[config.mk]
export PLATFORM = sky130hd
export DESIGN_NAME = mac_accumulator
export DESIGN_NICKNAME = d
export VERILOG_FILES = /design/src/rtl/mac_pkg.sv /design/src/rtl/adder_24bit.sv /design/src/rtl/mac_accumulator.sv
export SDC_FILE = /design/constraint.sdc
export NUM_CORES = 1
export LEC_CHECK = 0
export ABC_AREA = 1
export BUFFER_PORTS_ARGS = -buffer_cell sky130_fd_sc_hd__buf_2
export CAP_MARGIN = 30
export CORE_MARGIN = 5
export CORE_UTILIZATION = 50
export DETAILED_ROUTE_END_ITERATION = 16
export HOLD_SLACK_MARGIN = 0.05
export PLACE_DENSITY_LB_ADDON = 0.15
export SYNTH_ARGS = -nofsm -noshare
export SYNTH_HDL_FRONTEND = slang
export SYNTH_SLANG_ARGS = --single-unit
[constraint.sdc]
create_clock -name clk -period 7.9 [get_ports clk]
set_input_delay 1.185 -clock clk [delete_from_list [all_inputs] [get_ports clk]]
set_output_delay 1.185 -clock clk [all_outputs]
set_load 0.005 [all_outputs]
[src/rtl/mac_pkg.sv]
// Shared types and default sizes for the MAC accumulator slice.
// Holds the FSM state encoding and width defaults.
package mac_pkg;

  localparam int ACC_W_DEF = 24;
  localparam int LEN_W_DEF = 8;
  localparam int PROD_W    = 16;

  typedef enum logic [1:0] {
    IDLE  = 2'd0,
    ACCUM = 2'd1,
    DONE  = 2'd2
  } state_e;

endpackage

[src/rtl/adder_24bit.sv]
// Ripple-carry adder used for the running sum.
// Carry is chained bit by bit through a block-local variable.
module adder_24bit #(
  parameter int W = 24
) (
  input  logic [W-1:0] a_i,
  input  logic [W-1:0] b_i,
  input  logic         ci_i,
  output logic [W-1:0] s_o,
  output logic         co_o
);

  // Bitwise full-adder chain from LSB to MSB
  always_comb begin : ripple
    logic c;
    c   = ci_i;
    s_o = '0;
    for (int i = 0; i < W; i++) begin
      s_o[i] = a_i[i] ^ b_i[i] ^ c;
      c      = (a_i[i] & b_i[i]) | (c & (a_i[i] ^ b_i[i]));
    end
    co_o = c;
  end

endmodule

[src/rtl/mac_accumulator.sv]
// Length-framed accumulator of unsigned 16-bit products.
// IDLE -> ACCUM (len beats) -> DONE (hold until taken).
module mac_accumulator
  import mac_pkg::*;
#(
  parameter int ACC_W = ACC_W_DEF,
  parameter int LEN_W = LEN_W_DEF
) (
  input  logic             clk,
  input  logic             rst_n,
  input  logic             start,
  input  logic [LEN_W-1:0] len,
  input  logic             in_valid,
  output logic             in_ready,
  input  logic [15:0]      product,
  output logic             out_valid,
  input  logic             out_ready,
  output logic [ACC_W-1:0] acc_out,
  output logic             busy
);

  state_e           state_q, state_d;
  logic [ACC_W-1:0] acc_q, acc_d;
  logic [LEN_W-1:0] cnt_q, cnt_d;
  logic             rdy_q, vld_q, busy_q;

  logic [ACC_W-1:0] prod_ext;
  logic [ACC_W-1:0] sum;
  logic             unused_co;

  assign prod_ext = ACC_W'(product);

  adder_24bit #(
    .W (ACC_W)
  ) u_add (
    .a_i  (acc_q),
    .b_i  (prod_ext),
    .ci_i (1'b0),
    .s_o  (sum),
    .co_o (unused_co)
  );

  // Next state, sum and remaining count
  always_comb begin
    state_d = state_q;
    acc_d   = acc_q;
    cnt_d   = cnt_q;
    unique case (state_q)
      IDLE: begin
        if (start) begin
          cnt_d   = len;
          acc_d   = '0;
          state_d = (len != '0) ? ACCUM : DONE;
        end
      end
      ACCUM: begin
        if (in_valid) begin
          acc_d = sum;
          cnt_d = cnt_q - LEN_W'(1);
          if (cnt_q == LEN_W'(1)) begin
            state_d = DONE;
          end
        end
      end
      DONE: begin
        if (out_ready) begin
          state_d = IDLE;
        end
      end
      default: state_d = IDLE;
    endcase
  end

  // All state plus registered handshake flags
  always_ff @(posedge clk or negedge rst_n) begin
    if (!rst_n) begin
      state_q <= IDLE;
      acc_q   <= '0;
      cnt_q   <= '0;
      rdy_q   <= 1'b0;
      vld_q   <= 1'b0;
      busy_q  <= 1'b0;
    end else begin
      state_q <= state_d;
      acc_q   <= acc_d;
      cnt_q   <= cnt_d;
      rdy_q   <= (state_d == ACCUM);
      vld_q   <= (state_d == DONE);
      busy_q  <= (state_d != IDLE);
    end
  end

  assign in_ready  = rdy_q;
  assign out_valid = vld_q;
  assign busy      = busy_q;
  assign acc_out   = acc_q;

endmodule

# Word level (Yosys, flattened, before mapping)
# Index checks and enable logic that the tools add are counted.
[word_totals]
elab_cells = 123
input_bits = 29
register_bits = 37
[op_classes]
eq_ne = 7
muxes = 12
bitwise_logic = 92
n_addsub = 1
reduce_logical = 5
[ops]
columns = ["cell", "n"]
rows = [
  ["$mux 24", 2],
  ["$pmux 24 s2", 1],
  ["$xor 1x1->1", 39],
  ["$and 1x1->1", 38],
  ["$mux 8", 2],
  ["$pmux 8 s2", 1],
  ["$or 1x1->1", 15],
  ["$mux 2", 5],
  ["$eq 8x1->1 const B", 1],
  ["$reduce_bool 8->1", 1],
  ["$sub 8x1->8 const B", 1],
  ["$pmux 2 s3", 1],
  ["$eq 2x1->1 const B", 2],
  ["$eq 2x2->1 const B", 2],
  ["$ne 2x2->1 const B", 2],
  ["$reduce_bool 2->1", 2],
  ["$reduce_and 3->1", 1],
  ["$logic_not 2->1", 1],
]

# Logic depth before layout (Yosys ltp)
# Gate-level depths: netlist (run 1).
[logic_depth]
ltp_word = 41
ltp_mapped = 28

# Modules after synthesis
# From an unflattened synthesis (run 1), not the netlist that was laid out.
[hier_totals]
hier_cells = 257
area_unflattened_um2 = 2275.9
[by_module_without_submodules]
columns = ["mod", "seq_area_each_um2", "cells_per_inst", "area_per_inst_um2", "instances"]
rows = [
  ["mac_accumulator", 925.9, 223, 1757.9, 1],
  ["adder_24bit", 0.0, 34, 518.0, 1],
]

# Worst setup path after synthesis (run 1)
# Ideal clock, no wire load.
[synth_timing]
path_kind = "input to register"
startpoint = "input port product[0]"
endpoint = "register acc_q[23] (netlist: acc_out[23])"
required_time_ns = 7.835
path_stages = 28
setup_time_ns = 0.065
arrival_time_ns = 8.035
slack_ns = -0.200
cell_sequence = "ha_1 -> inv_1 -> fa_1 -> fa_1 -> fa_1 -> fa_1 -> fa_1 -> fa_1 -> fa_1 -> fa_1 -> fa_1 -> fa_1 -> fa_1 -> fa_1 -> fa_1 -> fa_1 -> inv_1 -> fa_1 -> ha_1 -> ha_1 -> ha_1 -> ha_1 -> ha_1 -> ha_1 -> ha_1 -> xor2_1 -> nand3_1 -> nand2_1"
[synth_via]
elab_chain_cells = 41
[synth_rtl]
columns = ["element", "line", "rtl"]
rows = [
  ["from (decl)", "mac_accumulator.sv:15", "input logic [15:0] product,"],
  ["$and 1x1->1 (2 in a row)", "adder_24bit.sv:20", "c = (a_i[i] & b_i[i]) | (c & (a_i[i] ^ b_i[i]));"],
  ["$or 1x1->1", "adder_24bit.sv:20", ""],
  ["$and 1x1->1", "adder_24bit.sv:20", ""],
  ["$or 1x1->1", "adder_24bit.sv:20", ""],
  ["$and 1x1->1", "adder_24bit.sv:20", ""],
  ["$or 1x1->1", "adder_24bit.sv:20", ""],
  ["$and 1x1->1", "adder_24bit.sv:20", ""],
  ["$or 1x1->1", "adder_24bit.sv:20", ""],
  ["(+18 left out)", "--", ""],
  ["$and 1x1->1", "adder_24bit.sv:20", ""],
  ["$or 1x1->1", "adder_24bit.sv:20", ""],
  ["$and 1x1->1", "adder_24bit.sv:20", ""],
  ["$or 1x1->1", "adder_24bit.sv:20", ""],
  ["$and 1x1->1 (7 in a row)", "adder_24bit.sv:20", ""],
  ["$xor 1x1->1", "adder_24bit.sv:19", "s_o[i] = a_i[i] ^ b_i[i] ^ c;"],
  ["$mux 24", "mac_accumulator.sv:57", "if (in_valid) begin"],
  ["$pmux 24 s2", "mac_accumulator.sv:48", "unique case (state_q)"],
  ["to (signal assigned)", "mac_accumulator.sv:78", "acc_q <= '0;"],
  ["to (signal assigned)", "mac_accumulator.sv:85", "acc_q <= acc_d;"],
  ["to (decl)", "mac_accumulator.sv:23", "logic [ACC_W-1:0] acc_q, acc_d;"],
]
# Every way passes these cells. The select of a mux whose other input is x is not followed.
# A chain may end at the register's enable or synchronous reset.

# Worst setup path in the final report (run 1)
# Same ends and word-level chain as after synthesis.

==> metrics.md, run 1 <==
| Metric | Value |
|---|---|
| Status | `finished clean` |
| Hpwl dp | `3540 µm` |
| DR WL/cell | `12.3 µm` |
| Synth cell types | `26` |
| Number of synthesized flops with an enable pin | `0` |
| Adder-cell share of the synthesized area | `18.3%` |
| GR Overflow Total | `0` |
| DR iter-0 viols | `108` |
| CTS Sinks | `37` |
| # diodes | `0` |
| Critical Path RT | `8.14 ns` |
| Setup-failing EPs final | `0` |
| Synth Area per Inst | `approximately 8.3 µm²` |
| Die extent in x | `78.2 µm` |
| Synth Area in Simple Gates | `22.8%` |
| Total track usage | `roughly 17%` |
| Yosys Warn Count | `0` |
| Synthesized Nets | `333` |
| DRC | `0` |
| Height of the die | `78.2 µm` |
| CP arrival | `7.85 ns` |
| Port bufs | `55` |
| Final Wtd Congestion | `between 0.8 and 0.9` |
| Layout cells sized above 1 | `between 20% and 30%` |
| Top_reg_cell synth | `dfrtp_1` |
| Path depth of the worst reg2reg path | `28` |
| Area grow syn2layout | `18.6%` |
| Largest family of logic cells by synthesized area | `simple AND/OR/NAND/NOR gates` |
| Io pins | `56` |
| Leading cell types by count after synthesis | `nand2_1, inv_1, dfrtp_1, nor2_1, nand3_1` |
| WHS Path Cells | `2` |
| Worst-margin pin slew | `between 0.8 and 0.9 ns` |
| Power per cell area | `359 nW/µm²` |
| CTS tree | `done` |
| Final clock period utilization by the worst path | `96.3%` |
| FILL cells | `405` |
| Clk pin slew, worst setup/hold paths | `about 0.080 ns` |
| Critical Path Max Stage Delay | `approximately 0.37 ns` |
| Compound-Gate Fraction of Synth Area | `6.83%` |
| Global-route wire length before repair | `about 8000 µm` |
| Clk buf depth | `2` |
| Final TNS setup | `0 ns` |
| Starting Density | `52.4%` |
| Leak | `1.55 nW` |
| Vias | `between 1500 and 2000` |
| Num rows | `24` |
| Final setup skew | `0.00747 ns` |
| Post-synthesis mux area share | `0%` |
| CP dominant cell by count | `fa_2` |
| Most frequent cell after synthesis | `nand2_1` |
| Yosys reg bits | `37` |
| Cell family with most CP delay | `adder cells` |
| Root buffer cell | `clkbuf_8` |
| Slew Limit Fails | `0` |
| Core box area | `4440 µm²` |
| CTS Buf Count | `5` |
| Final non-filler cell total | `385` |
| Slew headroom | `45.7%` |
| Largest area contributor in the netlist | `dfrtp_1` |
| Number of cells after detailed placement | `around 380` |
| CP endpoint kind | `register` |
| 1st-pass router iterations | `4` |
| Post-synthesis sequential area ratio | `about two fifths` |
| Worst skew pair latency | `0.29 ns` |
| Top-area cell type share of the netlist area | `39.8%` |
| Final Cell Area | `2760 µm²` |
| Syn Std Cell Area | `2330 µm²` |
| Post-synthesis xor/xnor area fraction | `0.376%` |
| Multi-input gate area | `1160 µm²` |
| Nets@finish | `386` |
| Vias in the first global route | `approximately 1800` |
| Max Cap Violations | `0` |
| Detailed Route WL | `4750 µm` |
| Largest net degree at the start of global routing | `53` |
| Maximum VDD drop | `0.000166 V` |
| Post-Syn Instances | `279` |
| Post-synth ARST share | `between 90% and 100%` |
| Tightest Hold Check Type | `reg2reg` |
| Area taken by flip-flops and latches | `926 µm²` |
| RSZ-0062 raised after global routing | `false` |
| CTS H-tree depth | `2` |
| Critical path type | `in2reg` |
| Post-route ant nets | `0` |
| Crit. path cell count | `29` |
| Hold_buf cts | `0` |
| Main area contributors after synthesis | `dfrtp_1, fa_1, nand2_1` |
| Final hold viol count | `0` |
| Max Clk Rate | `131 MHz` |
| Die area | `6120 µm²` |
| Crit path max-delay cell type | `fa_2` |
| Cell Area, Placed | `2610 µm²` |
| WP buf/inv | `3` |
| Critical Path Source Type | `input pin` |
| Period minus WS final | `7.61 ns` |
| Antenna violations before repair | `0` |
| Vias per cell | `4.84` |
| Crit-path max FO | `1` |
-- sequential cells by signal, indices dropped and copies added, names as in the netlist --
register and flops:
in_ready 1, busy 1, acc_out 24, cnt_q 8, out_valid 1, state_q 2
-- kinds of logic (layout without fill, tap and decap cells) --
logic type,Yosys count,after routing
adders and majority gates,25,25
and+or+nand+nor,125,125
xor gates and xnor gates,1,1
buffers and inverters,63,117
AOI/OAI and AO/OA,28,28
DFF,37,37
-- metal layers --
metal  up-vias  routed length [µm]  track usage (%)
met5         -                   0                0
met2        42                2300             27.1
li1        954                   -                -
met4         0                  61             5.24
met1       862                2110             21.4
met3         6                 274             5.61
-- power by group --
| group | leakage (nW) | switching, W | internal, W |
|---|---|---|---|
| clock | 0.0681 | 0.0000710 | 0.000125 |
| combinational | 1.02 | 0.000290 | 0.000193 |
| sequential | 0.463 | 0.0000480 | 0.000263 |
| total | 1.55 | 0.000409 | 0.000582 |
-- stage by stage --
stage / hold WS, ns / util [%] / worst slack [ns] / total power (W)
3_5_place_dp: 0.475 / 58.7 / -0.356 / 0.000798
5_1_grt: 0.521 / 62.1 / 0.0255 / 0.00110
3_3_place_gp: 0.469 / 58.7 / -0.197 / 0.000781
6_report: 0.492 / 62.1 / 0.290 / 0.000990
4_1_cts: 0.494 / 61.8 / 0.00848 / 0.000999
2_1_floorplan: 0.442 / - / 0.0393 / 0.000674
-- layout make-up --
type / instances / area share (%)
Clock buffer: 5 / 2.49
Clock inverter: 3 / 2.36
Inverter: 54 / 7.34
Multi-Input combinational cell: 179 / 41.9
Sequential cell: 37 / 33.5
Tap cell: 52 / 2.36
Timing Repair Buffer: 55 / 9.97
-- layout by cell type (no fill, tap or decap), types with 5 or more instances in the layout --
master    count
o21ai_0      16
inv_1        49
buf_2        55
nor2_1       28
fa_2         13
ha_1         10
dfrtp_1      37
clkbuf_8      5
nand2_1      71
inv_2         5
nand3_1      20
-- worst paths after layout --
check                           start           to  slack, ns
max                        product[0]  acc_out[23]       0.29
min                          cnt_q[4]     cnt_q[4]       0.49
max reg2reg                acc_out[0]  acc_out[23]       0.85
min reg2reg                  cnt_q[4]     cnt_q[4]       0.49
max in group asynchronous       rst_n  acc_out[11]       6.40
min in group asynchronous       rst_n   acc_out[5]       0.98
-- worst reg2reg max path, delay by kind of cell (launching register included) --
kind                       cells  cell delay [ns]
DFF                            1             0.39
adders and majority gates     23             6.20
xor gates and xnor gates       1             0.13
buffers and inverters          2             0.13
and+or+nand+nor                2             0.17
-- repair_timing --
action                                  CTS  global route
resized for setup                         2             5
pin swaps                                 1             1
endpoints found under the setup margin    2             3
setup buffers                             0             0
Power figures use the tool's default switching activity.
==> run 2: changes to the inputs <==
--- a/config.mk
+++ b/config.mk
@@ -5,7 +5,6 @@
 export SDC_FILE = /design/constraint.sdc
 export NUM_CORES = 1
 export LEC_CHECK = 0
-export ABC_AREA = 1
 export BUFFER_PORTS_ARGS = -buffer_cell sky130_fd_sc_hd__buf_2
 export CAP_MARGIN = 30
 export CORE_MARGIN = 5
==> run 2 against run 1 <==
Compared with the run above:
- first-iteration DRC count rose by 11%
- global-route usage fell by 0.085 points
- cell count shrank 12%
- critical path depth grew 1
- hold slack improved by 0.012 ns
- sequential cell count stayed put
- wire length down 5.7%
- largest power group unchanged
==> metrics.md, run 2 <==
| Metric | Value |
|---|---|
| Leading cell types by count after synthesis | `dfrtp_1, inv_1, o21ai_0, nand2_1, fa_1 (was nand2_1, inv_1, dfrtp_1, nor2_1, nand3_1)` |
| Status | `finished clean (unchanged)` |
| Port bufs | `55 (unchanged)` |
| CTS H-tree depth | `2 (unchanged)` |
| Top-area cell type share of the netlist area | `42.0% (was 39.8%)` |
| CTS tree | `done (unchanged)` |
| 1st-pass router iterations | `4 (unchanged)` |
| Synthesized Nets | `287 (was 333)` |
| Worst skew pair latency | `0.29 ns (about the same)` |
| RSZ-0062 raised after global routing | `false (unchanged)` |
| Antenna violations before repair | `0 (unchanged)` |
| Syn Std Cell Area | `2200 µm² (was 2330 µm²)` |
| Largest net degree at the start of global routing | `38 (was 53)` |
| Hold_buf cts | `0 (unchanged)` |
| Synth cell types | `33 (was 26)` |
| Max reg flops | `24 (unchanged)` |
| Slew headroom | `38.0% (was 45.7%)` |
| WHS Path Cells | `2 (unchanged)` |
| GR Overflow Total | `0 (unchanged)` |
| Height of the die | `76.4 µm (was 78.2 µm)` |
| WP buf/inv | `3 (unchanged)` |
| PnR worst setup slack | `0.271 ns (was 0.290 ns)` |
| Hpwl dp | `3250 µm (was 3540 µm)` |
| Maximum VDD drop | `0.000135 V (was 0.000166 V)` |
| Post-route ant nets | `0 (unchanged)` |
| Max Clk Rate | `131 MHz (about the same)` |
| Synth Area per Inst | `9.45 µm² (was 8.34 µm²)` |
| Vias per cell | `5.20 (was 4.84)` |
| Area grow syn2layout | `21.1% (was 18.6%)` |
| Final clock period utilization by the worst path | `96.6% (was 96.3%)` |
| Critical Path Source Type | `input pin (unchanged)` |
| Tightest Hold Check Type | `reg2reg (unchanged)` |
| Leak | `1.35 nW (was 1.55 nW)` |
| Sequential power share | `35.7% (was 31.4%)` |
| Most frequent cells in the layout | `buf_2, dfrtp_1, inv_1 (was nand2_1, buf_2, inv_1)` |
| CTS Sinks | `37 (unchanged)` |
| # diodes | `0 (unchanged)` |
| Die extent in x | `76.4 µm (was 78.2 µm)` |
| Post-synthesis sequential area ratio | `42.0% (was 39.8%)` |
| Most frequent cell after synthesis | `dfrtp_1 (was nand2_1)` |
| DR WL/cell | `13.3 µm (was 12.3 µm)` |
| Num rows | `24 (unchanged)` |
| Largest area contributor in the netlist | `dfrtp_1 (unchanged)` |
| Commonest non-fill, non-tap cell in the layout | `buf_2 (was nand2_1)` |
| FILL cells | `394 (was 405)` |
| Nets@finish | `338 (was 386)` |
| Placement Setup Slack | `-0.381 ns (was -0.356 ns)` |
| Path depth of the worst reg2reg path | `29 (was 28)` |
| Register-to-register path setup slack | `0.86 ns (was 0.85 ns)` |
| Psw | `0.000353 W (was 0.000409 W)` |
| Final hold viol count | `0 (unchanged)` |
| Critical path type | `in2reg (unchanged)` |
| Hold Path Origin | `acc_out[0] (was cnt_q[4])` |
| Final setup skew | `0.00853 ns (was 0.00747 ns)` |
| Cell family with most CP delay | `adder cells (unchanged)` |
| Vias | `1751 (was 1864)` |
| Final TNS setup | `0 ns (unchanged)` |
| Detailed Route WL | `4480 µm (was 4750 µm)` |
| Post-Syn Instances | `233 (was 279)` |
| Starting Density | `50.9% (was 52.4%)` |
| CP endpoint kind | `register (unchanged)` |
| Layout cells sized above 1 | `29.1% (was 26.7%)` |
| DRC | `0 (unchanged)` |
| Vias in the first global route | `1692 (was 1772)` |
| Clock share of power | `22.2% (was 19.8%)` |
| Main area contributors after synthesis | `dfrtp_1, fa_1, o21ai_0 (was dfrtp_1, fa_1, nand2_1)` |
| Worst reg2reg endpoint | `acc_out[23] (unchanged)` |
| Setup-failing EPs final | `0 (unchanged)` |
| Crit path max-delay cell type | `fa_1 (was fa_2)` |
| Switch share | `39.5% (was 41.3%)` |
| Cell Area, Placed | `2510 µm² (was 2610 µm²)` |
| Yosys Warn Count | `0 (unchanged)` |
| CP arrival | `7.86 ns (was 7.85 ns)` |
| Yosys reg bits | `37 (unchanged)` |
| Global-route wire length before repair | `7980 µm (was 8030 µm)` |
| Hold Crit Endpoint | `acc_out[0] (was cnt_q[4])` |
| Power per cell area | `335 nW/µm² (was 359 nW/µm²)` |
| Max Cap Violations | `0 (unchanged)` |
| Clk buf depth | `2 (unchanged)` |
| CTS Buf Count | `5 (unchanged)` |
| Slew Limit Fails | `0 (unchanged)` |
| Clk pin slew, worst setup/hold paths | `0.08 ns (about the same)` |
| P_int | `0.000540 W (was 0.000582 W)` |
| Worst-margin pin slew | `0.930 ns (was 0.815 ns)` |
| Launching point of the worst reg2reg path | `acc_out[0] (unchanged)` |
| Critical Path RT | `8.13 ns (was 8.14 ns)` |
| Top_reg_cell synth | `dfrtp_1 (unchanged)` |
| Root buffer cell | `clkbuf_8 (unchanged)` |
| Power share of the combinational group | `42.1% (was 48.7%)` |
| CP dominant cell by count | `fa_2 (unchanged)` |
| Post-synth ARST share | `100% (unchanged)` |
| Crit-path max FO | `2 (was 1)` |
| Core box area | `4320 µm² (was 4440 µm²)` |
| Io pins | `56 (unchanged)` |
| Critical Path Max Stage Delay | `0.37 ns (about the same)` |
| Die area | `5830 µm² (was 6120 µm²)` |
| Number of synthesized flops with an enable pin | `0 (unchanged)` |
| Final hold slack | `0.503 ns (was 0.492 ns)` |
| DR iter-0 viols | `120 (was 108)` |
| Final Wtd Congestion | `0.755 (was 0.821)` |
| Period minus WS final | `7.63 ns (was 7.61 ns)` |
| Total track usage | `16.7% (was 16.8%)` |
| Final Cell Area | `2670 µm² (was 2760 µm²)` |
-- run 2: cell count changes after synthesis, moves of 4 or more --
cell | before | now
inv_1 | 49 | 34
nor2_1 | 28 | 14
nand2_1 | 71 | 23
inv_2 | 5 | 0
or3_1 | 0 | 14
nand3_1 | 20 | 10
buf_2 | 2 | 6
a21oi_1 | 1 | 10
o21ai_0 | 16 | 26
-- run 2: worst register-to-register path, delay by kind of cell (launching register included) --
| family | cells | cell delay [ns] |
|---|---|---|
| adder cells (fa/ha/maj) | 23 | 6.16 |
| AND/OR/NAND/NOR | 2 | 0.17 |
| AO/OA/AOI/OAI | 2 | 0.17 |
| flip-flops | 1 | 0.37 |
| buffers and inverters | 2 | 0.12 |
-- run 2: routing by layer --
layer / vias to the layer above / part of all wire (%) / track usage, %
met5: - / 0 / 0
met1: 840 / 46 / 22.7
met4: 0 / 1.2 / 4.20
met3: 5 / 6.4 / 5.56
li1: 864 / - / -
met2: 42 / 46 / 25.7
-- run 2: how the worst max path moves through the flow --
stage	from	to	slack (ns)	cells past startpoint
final	product[0]	acc_out[23]	0.27	30
after floorplan	product[0]	acc_out[23]	0.005	29
after global routing	product[0]	acc_out[23]	0.02	30
after CTS	product[0]	acc_out[23]	0.02	30
after global placement	product[0]	acc_out[23]	-0.27	30
after detailed placement	product[0]	acc_out[23]	-0.38	30
-- run 2: cell type report --
class | instances | area (µm²) | share of cell area [%]
Clock buffer | 5 | 68.8 | 2.58
Clock inverter | 3 | 65.1 | 2.44
Multi-Input combinational cell | 150 | 1120 | 42.1
Inverter | 34 | 128 | 4.79
Sequential cell | 37 | 926 | 34.7
Timing Repair Buffer | 56 | 290 | 10.9
Tap cell | 52 | 65.1 | 2.44
-- run 2: power groups by stage --
stage	combinational (W)	sequential, W	clock (W)
floorplan	0.000281	0.000304	0
global placement	0.000361	0.000321	0
detailed placement	0.000375	0.000322	0
CTS	0.000380	0.000318	0.000203
global route	0.000445	0.000333	0.000211
finish	0.000376	0.000319	0.000198
-- run 2: repair_timing --
action / in CTS / in global routing
setup endpoints to repair: 1 / 2
setup buffers: 0 / 0
gates resized for setup: 2 / 8
-- run 2: cells by family after synthesis --
| family | synth area share [%] |
|---|---|
| compound gates | 12.3 |
| flops | 42.0 |
| simple gates | 16.6 |
| mux | 0.909 |
| fa+ha+maj | 19.3 |
| buf+inv | 8.75 |
-- run 2: stage by stage --
stage	util (%)	cells	power (W)
floorplan	-	233	0.000585
global route	61.7	337	0.000989
CTS	61.3	337	0.000901
finish	61.7	337	0.000893
global placement	57.7	328	0.000682
detailed placement	58.0	329	0.000697
==> run 3: changes to the inputs <==
--- a/config.mk
+++ b/config.mk
@@ -12,6 +12,7 @@
 export DETAILED_ROUTE_END_ITERATION = 16
 export HOLD_SLACK_MARGIN = 0.05
 export PLACE_DENSITY_LB_ADDON = 0.15
+export RECOVER_POWER = 50
 export SYNTH_ARGS = -nofsm -noshare
 export SYNTH_HDL_FRONTEND = slang
 export SYNTH_SLANG_ARGS = --single-unit
==> run 3 against run 2 <==
Compared with the run above:
- the flow now finishes with violations (capacitance limit, slew limit)
- die area stayed put
- global-route usage is the same
- register-to-register slack about the same
- sequential cell count is the same
- clock-buffer cell count unchanged
- clock skew hardly changed
- first-iteration DRC count down 2.5%
- non-clock buffer count unchanged
- clock power is essentially flat
- via count about the same
- cell count stayed put
- sequential share of layout area grew 0.13 points
==> metrics.md, run 3 (same netlist as run 2, synthesis figures left out) <==
| Metric | Value |
|---|---|
| Clk buf depth | `2 (unchanged)` |
| Worst-margin pin slew | `2.00 ns (was 0.930 ns)` |
| GR Overflow Total | `0 (unchanged)` |
| Height of the die | `76.4 µm (unchanged)` |
| Die extent in x | `76.4 µm (unchanged)` |
| Die area | `5830 µm² (unchanged)` |
| CP dominant cell by count | `fa_2 (unchanged)` |
| Num rows | `24 (unchanged)` |
| Worst skew pair latency | `0.30 ns (was 0.29 ns)` |
| Power per cell area | `335 nW/µm² (about the same)` |
| CTS tree | `done (unchanged)` |
| Critical Path Max Stage Delay | `0.37 ns (about the same)` |
| Port bufs | `55 (unchanged)` |
| DR WL/cell | `13.3 µm (about the same)` |
| Maximum VDD drop | `0.000135 V (about the same)` |
| Post-layout utilization of the core | `61.4% (was 61.7%)` |
| Vias per cell | `5.19 (was 5.20)` |
| FILL cells | `397 (was 394)` |
| Placement Setup Slack | `-0.381 ns (unchanged)` |
| Final hold slack | `0.503 ns (about the same)` |
| Final setup skew | `0.00883 ns (was 0.00853 ns)` |
| Core box area | `4320 µm² (unchanged)` |
| Root buffer cell | `clkbuf_8 (unchanged)` |
| Crit path max-delay cell type | `fa_1 (unchanged)` |
| Critical Path RT | `8.13 ns (about the same)` |
| Antenna violations before repair | `0 (unchanged)` |
| Setup-failing EPs final | `0 (unchanged)` |
| Final hold viol count | `0 (unchanged)` |
| # diodes | `0 (unchanged)` |
| Max reg flops | `24 (unchanged)` |
| Nets@finish | `338 (unchanged)` |
| Layout cells sized above 1 | `26.3% (was 29.1%)` |
| Status | `complete, but fails checks (was finished clean)` |
| Vias | `1750 (was 1751)` |
| Vias in the first global route | `1692 (unchanged)` |
| 1st-pass router iterations | `4 (unchanged)` |
| Clk pin slew, worst setup/hold paths | `0.08 ns (about the same)` |
| Commonest non-fill, non-tap cell in the layout | `buf_2 (unchanged)` |
| CP endpoint kind | `register (unchanged)` |
| Final Wtd Congestion | `0.755 (unchanged)` |
| Tightest Hold Check Type | `reg2reg (unchanged)` |
| Hpwl dp | `3250 µm (unchanged)` |
| DRC | `0 (unchanged)` |
| CP arrival | `7.86 ns (about the same)` |
| Slew Limit Fails | `38 (was 0)` |
| Global-route wire length before repair | `7980 µm (unchanged)` |
| RSZ-0062 raised after global routing | `false (unchanged)` |
| Post-route ant nets | `0 (unchanged)` |
| Multi-input gate area | `1120 µm² (unchanged)` |
| Max Cap Violations | `1 (was 0)` |
| Slew headroom | `-33.1% (was 38.0%)` |
| Cell family with most CP delay | `adder cells (unchanged)` |
| PnR worst setup slack | `0.271 ns (about the same)` |
| Total track usage | `16.7% (unchanged)` |
| Area taken by flip-flops and latches | `926 µm² (unchanged)` |
| Failing checks | `capacitance limit, slew limit` |
| Critical Path Source Type | `input pin (unchanged)` |
| Hold_buf cts | `0 (unchanged)` |
| Largest net degree at the start of global routing | `38 (unchanged)` |
| Critical path type | `in2reg (unchanged)` |
| Detailed Route WL | `4480 µm (about the same)` |
| CTS Buf Count | `5 (unchanged)` |
| CTS Sinks | `37 (unchanged)` |
| Io pins | `56 (unchanged)` |
| Final clock period utilization by the worst path | `96.6% (about the same)` |
| DR iter-0 viols | `117 (was 120)` |
| Crit-path max FO | `2 (unchanged)` |
| CTS H-tree depth | `2 (unchanged)` |
| Area grow syn2layout | `20.6% (was 21.1%)` |
| Max Clk Rate | `131 MHz (about the same)` |
| WP buf/inv | `3 (unchanged)` |
| Leak | `1.32 nW (was 1.35 nW)` |
| Starting Density | `50.9% (unchanged)` |
| Most frequent cells in the layout | `buf_2, dfrtp_1, inv_1 (unchanged)` |
| Period minus WS final | `7.63 ns (about the same)` |
-- run 3: worst register-to-register path: cells and delay by family, from the launching register on --
family | cells | cell delay, ns
flops | 1 | 0.37
buf+inv | 2 | 0.12
simple gates | 2 | 0.17
fa+ha+maj | 23 | 6.16
compound gates | 2 | 0.17
-- run 3: final cells by class --
class | instances | share of cell area [%]
Clock buffer | 5 | 2.59
Clock inverter | 3 | 2.45
Inverter | 34 | 4.80
Multi-Input combinational cell | 150 | 42.3
Sequential cell | 37 | 34.9
Tap cell | 52 | 2.45
Timing Repair Buffer | 56 | 10.6
-- run 3: metrics by stage --
step | total power (W) | instance area, µm² | TNS (ns) | std cells
3_5_place_dp | 0.000697 | 2510 | -0.742 | 329
4_1_cts | 0.000901 | 2650 | 0 | 337
2_1_floorplan | 0.000585 | 2220 | 0 | 233
5_1_grt | 0.000986 | 2660 | 0 | 337
6_report | 0.000890 | 2660 | 0 | 337
3_3_place_gp | 0.000682 | 2490 | -0.433 | 328
-- run 3: per-layer routing --
| layer | wire [µm] | vias up | global-route usage, % |
|---|---|---|---|
| met1 | 2080 | 839 | 22.7 |
| met3 | 284 | 5 | 5.56 |
| met2 | 2050 | 42 | 25.7 |
| met5 | 0 | - | 0 |
| met4 | 53 | 0 | 4.20 |
| li1 | - | 864 | - |
-- run 3: final timing paths --
kind,start,to,slack (ns),cells after the start
setup reg to reg,acc_out[0],acc_out[23],0.86,29
min in group asynchronous,rst_n,acc_out[2],1.44,1
setup / recovery,product[0],acc_out[23],0.27,30
max in group asynchronous,rst_n,cnt_q[0],5.31,1
hold / removal,acc_out[0],acc_out[0],0.50,2
hold reg to reg,acc_out[0],acc_out[0],0.50,2
-- run 3: power by group --
group | internal (W) | switching, W | leakage [nW]
logic | 0.000153 | 0.000220 | 0.770
registers | 0.000258 | 0.0000609 | 0.483
clock network | 0.000126 | 0.0000728 | 0.0681
-- run 3: what timing repair did --
action	4_1_cts	5_1_grt
setup buffers	0	0
gates resized for setup	2	8
setup endpoints to repair	1	2
